==> src/rtl/bcd_display_scanner_pkg.sv <==
// Shared constants for the BCD display scanner: digit count and the
// active-low seven-segment patterns, bit order {g,f,e,d,c,b,a}.
package bcd_display_scanner_pkg;

    localparam int NUM_DIGITS = 4;
    localparam int NIBBLE_W   = 4;
    localparam int SEG_W      = 7;

    typedef logic [SEG_W-1:0] seg_t;

    localparam seg_t SEG_0    = 7'b1000000;
    localparam seg_t SEG_1    = 7'b1111001;
    localparam seg_t SEG_2    = 7'b0100100;
    localparam seg_t SEG_3    = 7'b0110000;
    localparam seg_t SEG_4    = 7'b0011001;
    localparam seg_t SEG_5    = 7'b0010010;
    localparam seg_t SEG_6    = 7'b0000010;
    localparam seg_t SEG_7    = 7'b1111000;
    localparam seg_t SEG_8    = 7'b0000000;
    localparam seg_t SEG_9    = 7'b0010000;
    localparam seg_t SEG_DASH = 7'b0111111;
    localparam seg_t SEG_OFF  = 7'b1111111;

endpackage

==> src/rtl/bcd_display_scanner_bcd_to_7seg.sv <==
// Combinational BCD nibble to active-low seven-segment decoder.
// Non-decimal nibbles (10-15) render as a centre dash.
module bcd_to_7seg
    import bcd_display_scanner_pkg::*;
(
    input  logic [NIBBLE_W-1:0] bcd,
    output logic [SEG_W-1:0]    seg
);

    always_comb begin
        seg = SEG_DASH;
        case (bcd)
            4'd0:    seg = SEG_0;
            4'd1:    seg = SEG_1;
            4'd2:    seg = SEG_2;
            4'd3:    seg = SEG_3;
            4'd4:    seg = SEG_4;
            4'd5:    seg = SEG_5;
            4'd6:    seg = SEG_6;
            4'd7:    seg = SEG_7;
            4'd8:    seg = SEG_8;
            4'd9:    seg = SEG_9;
            default: seg = SEG_DASH;
        endcase
    end

endmodule

==> src/rtl/bcd_display_scanner.sv <==
// Time-multiplexed 4-digit seven-segment scanner with per-frame snapshot.
// Optional leading-zero suppression via LEADING_ZERO_BLANK_EN.
module bcd_display_scanner
    import bcd_display_scanner_pkg::*;
#(
    parameter int REFRESH_DIV = 50000
) (
    input  logic                         clk,
    input  logic                         resetn,
    input  logic [NUM_DIGITS*NIBBLE_W-1:0] digits,
    input  logic                         blank,
    output logic [SEG_W-1:0]             seg,
    output logic [NUM_DIGITS-1:0]        an,
    output logic                         frame_done
);

    localparam int PW = (REFRESH_DIV > 2) ? $clog2(REFRESH_DIV) : 1;
    localparam logic [PW-1:0] PRESC_MAX = PW'(REFRESH_DIV - 1);

    logic [PW-1:0]                  presc;
    logic [1:0]                     idx;
    logic [NUM_DIGITS*NIBBLE_W-1:0] snap;
    logic                           load_pending;
    logic                           tick;
    logic                           frame_end;
    logic [NIBBLE_W-1:0]            cur_nib;
    logic [SEG_W-1:0]               cur_seg;
    logic [NUM_DIGITS-1:0]          dark;
    logic [NUM_DIGITS-1:0]          an_next;

    assign tick      = (presc == PRESC_MAX);
    assign frame_end = tick && (idx == 2'd3);
    assign cur_nib   = snap[{idx, 2'b00} +: NIBBLE_W];

    bcd_to_7seg u_dec (
        .bcd (cur_nib),
        .seg (cur_seg)
    );

`ifdef LEADING_ZERO_BLANK_EN
    // Digit i goes dark when it and every digit above it are zero.
    always_comb begin
        logic upper_zero;
        upper_zero = 1'b1;
        dark       = '0;
        for (int i = NUM_DIGITS - 1; i >= 1; i--) begin
            upper_zero = upper_zero && (snap[i*NIBBLE_W +: NIBBLE_W] == '0);
            dark[i]    = upper_zero;
        end
    end
`else
    assign dark = '0;
`endif

    always_comb begin
        an_next = '1;
        if (!blank && !dark[idx])
            an_next[idx] = 1'b0;
    end

    always_ff @(posedge clk) begin
        if (!resetn) begin
            presc        <= '0;
            idx          <= 2'd0;
            snap         <= '0;
            load_pending <= 1'b1;
            an           <= '1;
            seg          <= SEG_OFF;
            frame_done   <= 1'b0;
        end else begin
            presc        <= tick ? '0 : presc + 1'b1;
            if (tick)
                idx <= idx + 2'd1;
            // Snapshot only at frame boundaries so a frame never tears.
            if (load_pending || frame_end)
                snap <= digits;
            load_pending <= 1'b0;
            frame_done   <= frame_end;
            an           <= an_next;
            seg          <= cur_seg;
        end
    end

endmodule

==> config.mk <==
export PLATFORM = sky130hd
export DESIGN_NAME = bcd_display_scanner
export DESIGN_NICKNAME = d
export VERILOG_FILES = /design/src/rtl/bcd_display_scanner_pkg.sv /design/src/rtl/bcd_display_scanner_bcd_to_7seg.sv /design/src/rtl/bcd_display_scanner.sv
export SDC_FILE = /design/constraint.sdc
export NUM_CORES = 1
export LEC_CHECK = 0
export ABC_AREA = 1
export CAP_MARGIN = 20
export CORE_UTILIZATION = 54
export DETAILED_ROUTE_END_ITERATION = 8
export GPL_TIMING_DRIVEN = 0
export PLACE_DENSITY = 0.78
export SYNTH_ARGS = -nofsm -noshare
export SYNTH_HDL_FRONTEND = slang
export SYNTH_SLANG_ARGS = --single-unit
==> constraint.sdc <==
create_clock -name clk -period 1.95 [get_ports clk]
set_input_delay 0.39 -clock clk [delete_from_list [all_inputs] [get_ports clk]]
set_output_delay 0.39 -clock clk [all_outputs]
set_load 0.02 [all_outputs]
Word level (Yosys, flattened, before mapping)
Memories as Yosys holds them, arrays and structs flattened. A register that Yosys moved wholly into a read port is not among the register bits.
Index checks and enable logic that the tools add are counted.
{"block": "word_totals", "register_bits": 40, "latchBits": 0, "mem_bits_rw": 0, "rom_bits": 112, "in_bits": 19, "out_inout_bits": 12, "word_cells": 30, "mem_count": 1}
{"block": "op_classes", "n_addsub": 2, "multipliers": 0, "div": 0, "order_cmp": 2, "n_eq_ne": 2, "n_shift": 1, "mux": 5, "bitwise_logic": 2, "reduce_logical": 9}
{"memory": "(no name shown)", "words": 16, "word_bits": 7, "read_ports": 1, "rd_ports_with_merged_regs": 1, "wr": 0, "line_no": "bcd_display_scanner_bcd_to_7seg.sv:12", "source": "case (bcd)"}
{"op": "$add A16 B1 Y16 const B", "count": 1}
{"op": "$eq A16 B16 Y1 const B", "count": 1}
{"op": "$shiftx A16 B5 Y4", "count": 1}
{"op": "$not A4 Y4", "count": 1}
{"op": "$logic_and A1 B1 Y1", "count": 3}
{"op": "$logic_not A1 Y1", "count": 3}
{"op": "$lt A2 B3 Y1 const B", "count": 1}
{"op": "$mux W1", "count": 3}
{"op": "$add A2 B1 Y2 const B", "count": 1}
{"op": "$bmux W1 S2", "count": 1}
{"op": "$demux W1 S2", "count": 1}
{"op": "$eq A2 B2 Y1 const B", "count": 1}
{"op": "$ge A2 B1 Y1 const B", "count": 1}
{"op": "$reduce_and A2 Y1", "count": 1}
{"op": "$reduce_or A2 Y1", "count": 1}
{"op": "$logic_or A1 B1 Y1", "count": 1}
{"op": "$not A1 Y1", "count": 1}

Logic depth before layout (Yosys ltp)
Gate-level depths: netlist (run 1).
{"block": "logic_depth", "depth_word": 5, "ltp_mapped": 10, "depth_no_buf": 10}

Cells and area by module
Synthesis (run 1) repeated with hierarchy kept, for this count alone.
{"block": "unflattened", "cells_unflattened": 319, "area_unflattened_um2": 2331.0}
{"module": "bcd_display_scanner", "n_inst": 1, "cells_per_inst": 284, "area_per_inst_um2": 2143.3, "seq_area_each_um2": 940.9}
{"module": "bcd_to_7seg", "n_inst": 1, "cells_per_inst": 35, "area_per_inst_um2": 187.7, "seq_area_each_um2": 0.0}

Worst setup path before layout (run 1)
No wires, ideal clock.
{"block": "synth_timing", "path_type": "reg-to-reg", "from": "reg idx[0]", "to": "reg seg[3]", "setup_ns": 0.122, "t_arrival_ns": 1.373, "required_time_ns": 1.828, "slack_ns": 0.455, "path_stages_with_launch": 9, "path_buffers": 1, "period_less_slack_ns": 1.495, "path_cell_list": "dfxtp_1 -> buf_2 -> a21oi_1 -> o21ai_0 -> nand2_1 -> ha_1 -> nand3_1 -> nand3_1 -> nand2_1"}
{"block": "synth_via", "elab_chain_len": 1}
{"item": "start, declared", "line_no": "bcd_display_scanner.sv:21", "source": "logic [1:0] idx;"}
{"item": "start signal, assigned", "line_no": "bcd_display_scanner.sv:73", "source": "idx <= idx + 2'd1;"}
{"item": "$shiftx A16 B5 Y4", "line_no": "bcd_display_scanner.sv:33", "source": "assign cur_nib = snap[{idx, 2'b00} +: NIBBLE_W];"}
{"item": "end, declared", "line_no": "bcd_display_scanner.sv:12", "source": "output logic [SEG_W-1:0] seg,"}
Every way passes these cells.
A chain may end at the register's enable or synchronous reset.

Worst setup path after layout (run 1)
{"block": "layout_timing", "from": "reg idx[1]", "to": "reg seg[0]"}
Same word-level chain as after synthesis.

==> results of run 1 <==
[final timing paths]
| kind | from | slack (ns) | endpoint | depth (start not counted) |
|---|---|---|---|---|
| setup reg to reg | idx[1]$_SDFFE_PN0P_ | 0.26 | seg[0]$_SDFF_PN1_ | 10 |
| hold reg to reg | presc[0]$_SDFF_PP0_ | 0.45 | presc[0]$_SDFF_PP0_ | 1 |
| hold / removal | resetn | 0.39 | snap[5]$_SDFFE_PN0P_ | 3 |
| setup / recovery | idx[1]$_SDFFE_PN0P_ | 0.26 | seg[0]$_SDFF_PN1_ | 10 |
[sequential cells by signal, indices dropped and copies added (netlist names)]
| signal | count |
|---|---|
| an | 4 |
| frame_done | 1 |
| idx | 2 |
| load_pending | 1 |
| presc | 16 |
| seg | 7 |
| snap | 16 |
[per-stage QoR]
stage               utilization (%)  power (mW)  instance area [µm²]  std cells
global placement              65.95       1.278                 2695        401
global route                  67.97       1.929                 2778        409
floorplan                         -       1.189                 2342        322
detailed placement            65.95       1.285                 2695        401
finish                        67.97       1.838                 2778        409
CTS                           67.94       1.846                 2776        409
[what timing repair did]
action / in CTS / in global routing
setup endpoints to repair: 0 / 1
gates resized for setup: 0 / 1
hold endpoints to repair: 0 / 0
hold buffers: 0 / 0
[per-layer routing]
| metal | track usage (%) | part of all wire, % | vias to the layer above |
|---|---|---|---|
| met4 | 10.68 | 2.1 | 0 |
| li1 | - | - | 1103 |
| met5 | 0 | 0 | - |
| met1 | 32.34 | 48 | 910 |
| met3 | 3.833 | 4.9 | 7 |
| met2 | 33.91 | 45 | 63 |
[power by group]
group	internal [mW]	switching, mW	leakage, nW
combinational	0.112	0.127	0.738
clock	0.252	0.325	0.0422
sequential	1.00	0.0181	0.387
[area by class of cell]
| class | count | area share (%) |
|---|---|---|
| repair buffers | 29 | 10.45 |
| flip-flops and latches | 47 | 33.92 |
| multi-input cells | 222 | 42.48 |
| well taps | 50 | 2.252 |
| plain buffers | 10 | 2.162 |
| clock inverters | 1 | 0.1802 |
| clock buffers | 7 | 2.748 |
| inverters | 43 | 5.811 |
[worst min-delay path: cells and delay by family]
family	cells	cell delay, ns
buffers and inverters	1	0.16
AND/OR/NAND/NOR	2	0.11
[kinds of logic after synthesis]
group | Yosys count | share of synthesized area (%)
AND/OR/NAND/NOR | 163 | 33.71
adder cells (fa/ha/maj) | 11 | 5.876
flip-flops | 47 | 40.17
AO/OA/AOI/OAI | 47 | 10.42
XOR/XNOR | 1 | 0.3740
buffers and inverters | 53 | 9.455
[layout by cell type, fill, tap and decap left out, drive strengths merged]
master / count
nand4: 8
nand3: 35
dfxtp: 47
nor2: 37
o21ai: 9
nand3b: 1
clkdlybuf4s50: 29
xor2: 1
or2: 2
o211ai: 2
nor3b: 1
clkinv: 1
nor3: 5
a21oi: 36
ha: 11
clkbuf: 9
buf: 8
nand2: 74
inv: 43
==> results_dict.tcl, run 1 <==
set metrics [dict create \
    fill_cells 378 \
    rsz0062_at_grt "false" \
    ys_seq_area_share_pct 40.17 \
    path_class "flop to flop" \
    first_pass_iters 6 \
    initial_core_util_pct 57.32 \
    die_w_um 67.86 \
    dp_slack_ns 0.1989 \
    ys_warn_count 0 \
    max_slew_margin_pct 54.71 \
    path_cells "inv_2, a21oi_1, o21ai_0, nand2_1, inv_1, ha_1, inv_1, nand2_1, o211ai_1, nand2_1" \
    grt_usage_pct 22.96 \
    synth_cell_types 30 \
    synth_common_cells "nand2_1 (69), dfxtp_1 (47), inv_1 (38), a21oi_1 (35), nor2_1 (35)" \
    powerDensity_nw_per_um2 661.8 \
    cts_num_sinks 47 \
    syn_area_um2 2342 \
    numCtsBuffers 5 \
    clock.fmax_ghz 0.5915 \
    fp.dieH_um 67.86 \
    regArea_um2 942.2 \
    drive_gt1_share_pct 11.14 \
    drt-wirelength-per-cell_um 11.37 \
    final_antenna_net_count 0 \
    clk_latency_ns 0.31 \
    synth_top_cell_by_area "dfxtp_1" \
    crit_top_cell "nand2_1" \
    setup_violations 0 \
    cp_num_buf_inv 3 \
    crit_required_ns 2.16 \
    num_antenna_cells 0 \
    status "finished, final reports clean" \
    setup_slack_ns 0.2593 \
    max_cap_violations 0 \
    clk_path_buf_depth 2 \
    synth_top_area_share_pct 40.17 \
    io_pins 31 \
    portBuffers 29 \
    drt-vias-per-instance 5.093 \
    fin_crit_ns 1.691 \
    drc 0 \
    holdWs_ns 0.3942 \
    grt_max_degree 14 \
    cp_slowest_cell "dfxtp_1" \
    dr.first_iter.drc_count 147 \
    dieArea_um2 4605 \
    fin_setup_tns_ns 0 \
    fin_nets 388 \
    hold_viol 0 \
    crit_family "flip-flops" \
    num_rows 23 \
    multi_input_area_um2 1180 \
    crit_path_max_fanout 8 \
    hold_class "input port to flop" \
    wl_um 4650 \
    grt.overflow.total 0 \
    grt_pass1_vias 1775 \
    vias 2083 \
    postSynthNetCount 352 \
    crit_arrival_ns 1.90 \
    synth_area_per_cell_um2 7.274 \
    dp_hpwl_um 3415 \
    h-tree-depth 2 \
    core_um2 4086 \
    post_cts_buffers 0 \
    clk_pin_slew_ns 0.08 \
    end_kind "flop" \
    p_leak_nw 1.167 \
    startpoint_type "flop" \
    yosysMostFrequentCell "nand2_1" \
    grt_antenna_before_repair 0 \
    slew_violations 0 \
    synth_edf_count 0 \
    synth_area_leaders "dfxtp_1 (40%), nand2_1 (11%), a21oi_1 (7.5%)" \
    syn2layout_area_growth_pct 18.59 \
    cts_tree "done" \
    ys_ff_latch 47 \
    peakVddDrop_mv 0.5204 \
    syn_inst 322 \
    grt_pass1_wl_um 7852 \
    gp_congestion 0.8797 \
    tightest_slew_ns 0.6794 \
    ys.flop_type "dfxtp_1" \
    finalCritPeriodShare_pct 86.70 \
    fin_worst_skew_ns 0.005631 \
    async_flop_share_pct 0 \
    cts-root-buf "clkbuf_8" \
    max_stage_delay_ns 0.51 \
]
No activity file was read; power rests on OpenSTA's default activity.
==> run 2, diff against run 1 <==
--- a/config.mk
+++ b/config.mk
@@ -9,6 +9,7 @@
 export CAP_MARGIN = 20
 export CORE_UTILIZATION = 54
 export DETAILED_ROUTE_END_ITERATION = 8
+export GPL_ROUTABILITY_DRIVEN = 0
 export GPL_TIMING_DRIVEN = 0
 export PLACE_DENSITY = 0.78
 export SYNTH_ARGS = -nofsm -noshare
==> results of run 2 <==
Same layout as run 1: the final DEF is identical, and so are final timing and power.
==> run 3, diff against run 2 <==
--- a/config.mk
+++ b/config.mk
@@ -11,7 +11,7 @@
 export DETAILED_ROUTE_END_ITERATION = 8
 export GPL_ROUTABILITY_DRIVEN = 0
 export GPL_TIMING_DRIVEN = 0
-export PLACE_DENSITY = 0.78
+export PLACE_DENSITY = 0.79
 export SYNTH_ARGS = -nofsm -noshare
 export SYNTH_HDL_FRONTEND = slang
 export SYNTH_SLANG_ARGS = --single-unit
==> results_dict.tcl, run 3 (synthesized netlist as in run 1, its figures left out) <==
set metrics [dict create \
    grt.overflow.total 0 \
    vias 2118 \
    finalCritPeriodShare_pct 85.81 \
    crit_path_max_fanout 10 \
    max_cap_violations 0 \
    slew_violations 0 \
    core_um2 4086 \
    powerDensity_nw_per_um2 665.8 \
    crit_arrival_ns 1.86 \
    h-tree-depth 2 \
    numCtsBuffers 5 \
    fin_worst_skew_ns 0.003655 \
    die_w_um 67.86 \
    cts-root-buf "clkbuf_8" \
    drc 0 \
    dp_hpwl_um 3531 \
    syn2layout_area_growth_pct 18.91 \
    cts_num_sinks 47 \
    post_cts_buffers 0 \
    grt_max_degree 14 \
    regArea_um2 943.4 \
    setup_violations 0 \
    hold_viol 0 \
    num_rows 23 \
    hold_class "input port to flop" \
    final_cell_mix "nand2_1 (69), dfxtp_1 (45), inv_1 (38)" \
    first_pass_iters 4 \
    num_antenna_cells 0 \
    dr.first_iter.drc_count 146 \
    cp_slowest_cell "dfxtp_2" \
    drt-vias-per-instance 5.191 \
    holdBufCountCts 0 \
    final_antenna_net_count 0 \
    fin_nets 388 \
    fin_setup_tns_ns 0 \
    rsz0062_at_grt "false" \
    initial_core_util_pct 57.32 \
    path_class "flop to flop" \
    grt_pass1_wl_um 8024 \
    dieArea_um2 4605 \
    utilization_pct 68.16 \
    fp.dieH_um 67.86 \
    grt_antenna_before_repair 0 \
    path_cells "buf_2, a21oi_1, o21ai_0, nand2_1, ha_1, nand3_1, nand3_1, nand2_1" \
    peakVddDrop_mv 0.3661 \
    io_pins 31 \
    grt_usage_pct 23.69 \
    clk_latency_ns 0.30 \
    multi_input_area_um2 1180 \
    startpoint_type "flop" \
    reg_top3 "presc (16), snap (16), seg (7)" \
    clock.fmax_ghz 0.5976 \
    final_common_cell "nand2_1" \
    portBuffers 29 \
    fill_cells 376 \
    max_slew_margin_pct 51.11 \
    drive_gt1_share_pct 11.73 \
    setup_slack_ns 0.2766 \
    cts_tree "done" \
    fin_crit_ns 1.673 \
    dp_slack_ns 0.1941 \
    drt-wirelength-per-cell_um 11.55 \
    max_stage_delay_ns 0.41 \
    tightest_slew_ns 0.7334 \
    holdWs_ns 0.4078 \
    crit_required_ns 2.14 \
    wl_um 4711 \
    status "finished, final reports clean" \
    clk_pin_slew_ns 0.08 \
    clk_path_buf_depth 2 \
    grt_pass1_vias 1878 \
    p_leak_nw 1.173 \
    end_kind "flop" \
]
## run 3: timing repair
item	CTS	global route
setup endpoints to repair	0	4
gates resized for setup	0	2
endpoints found under the hold margin	0	0
## run 3: worst max-delay path: cells and delay by family (launching register included)
kind | cells | cell delay [ns]
adder cells (fa/ha/maj) | 1 | 0.32
AO/OA/AOI/OAI | 2 | 0.18
AND/OR/NAND/NOR | 4 | 0.45
flip-flops | 1 | 0.41
buffers and inverters | 1 | 0.22
## run 3: layout make-up
cell class,instances,share of cell area [%]
plain buffers,10,2.156
clock buffers,6,2.965
clock inverters,1,0.1797
inverters,43,5.795
multi-input cells,222,42.36
flip-flops and latches,47,33.87
well taps,50,2.246
repair buffers,29,10.42
## run 3: power breakdown
group          switching [mW]  total [mW]  internal, mW
clock                   0.313       0.591         0.278
sequential             0.0177        1.02          1.00
combinational           0.129       0.241         0.112
total                   0.460        1.85          1.39
## run 3: metrics by stage
stage / area, µm² / cells / power (mW)
3_3_place_gp: 2695 / 401 / 1.279
4_1_cts: 2783 / 408 / 1.869
3_5_place_dp: 2695 / 401 / 1.286
5_1_grt: 2785 / 408 / 1.949
2_1_floorplan: 2342 / 322 / 1.189
6_report: 2785 / 408 / 1.854
## run 3: path summary, 6_finish.rpt
kind | startpoint | end | slack, ns | cells past startpoint
max | idx[0]$_SDFFE_PN0P_ | seg[3]$_SDFF_PN1_ | 0.28 | 8
min | resetn | snap[2]$_SDFFE_PN0P_ | 0.41 | 3
max reg2reg | idx[0]$_SDFFE_PN0P_ | seg[3]$_SDFF_PN1_ | 0.28 | 8
min reg2reg | presc[0]$_SDFF_PP0_ | presc[0]$_SDFF_PP0_ | 0.45 | 1
## run 3: metal layers
metal | vias to the layer above | GRT usage (%) | part of all wire, % | routed length, µm
met5 | - | 0 | 0 | 0
met4 | 0 | 9.896 | 1.7 | 82
met3 | 7 | 6.000 | 5.7 | 270
met2 | 59 | 38.74 | 46 | 2177
met1 | 949 | 29.50 | 46 | 2179
li1 | 1103 | - | - | -
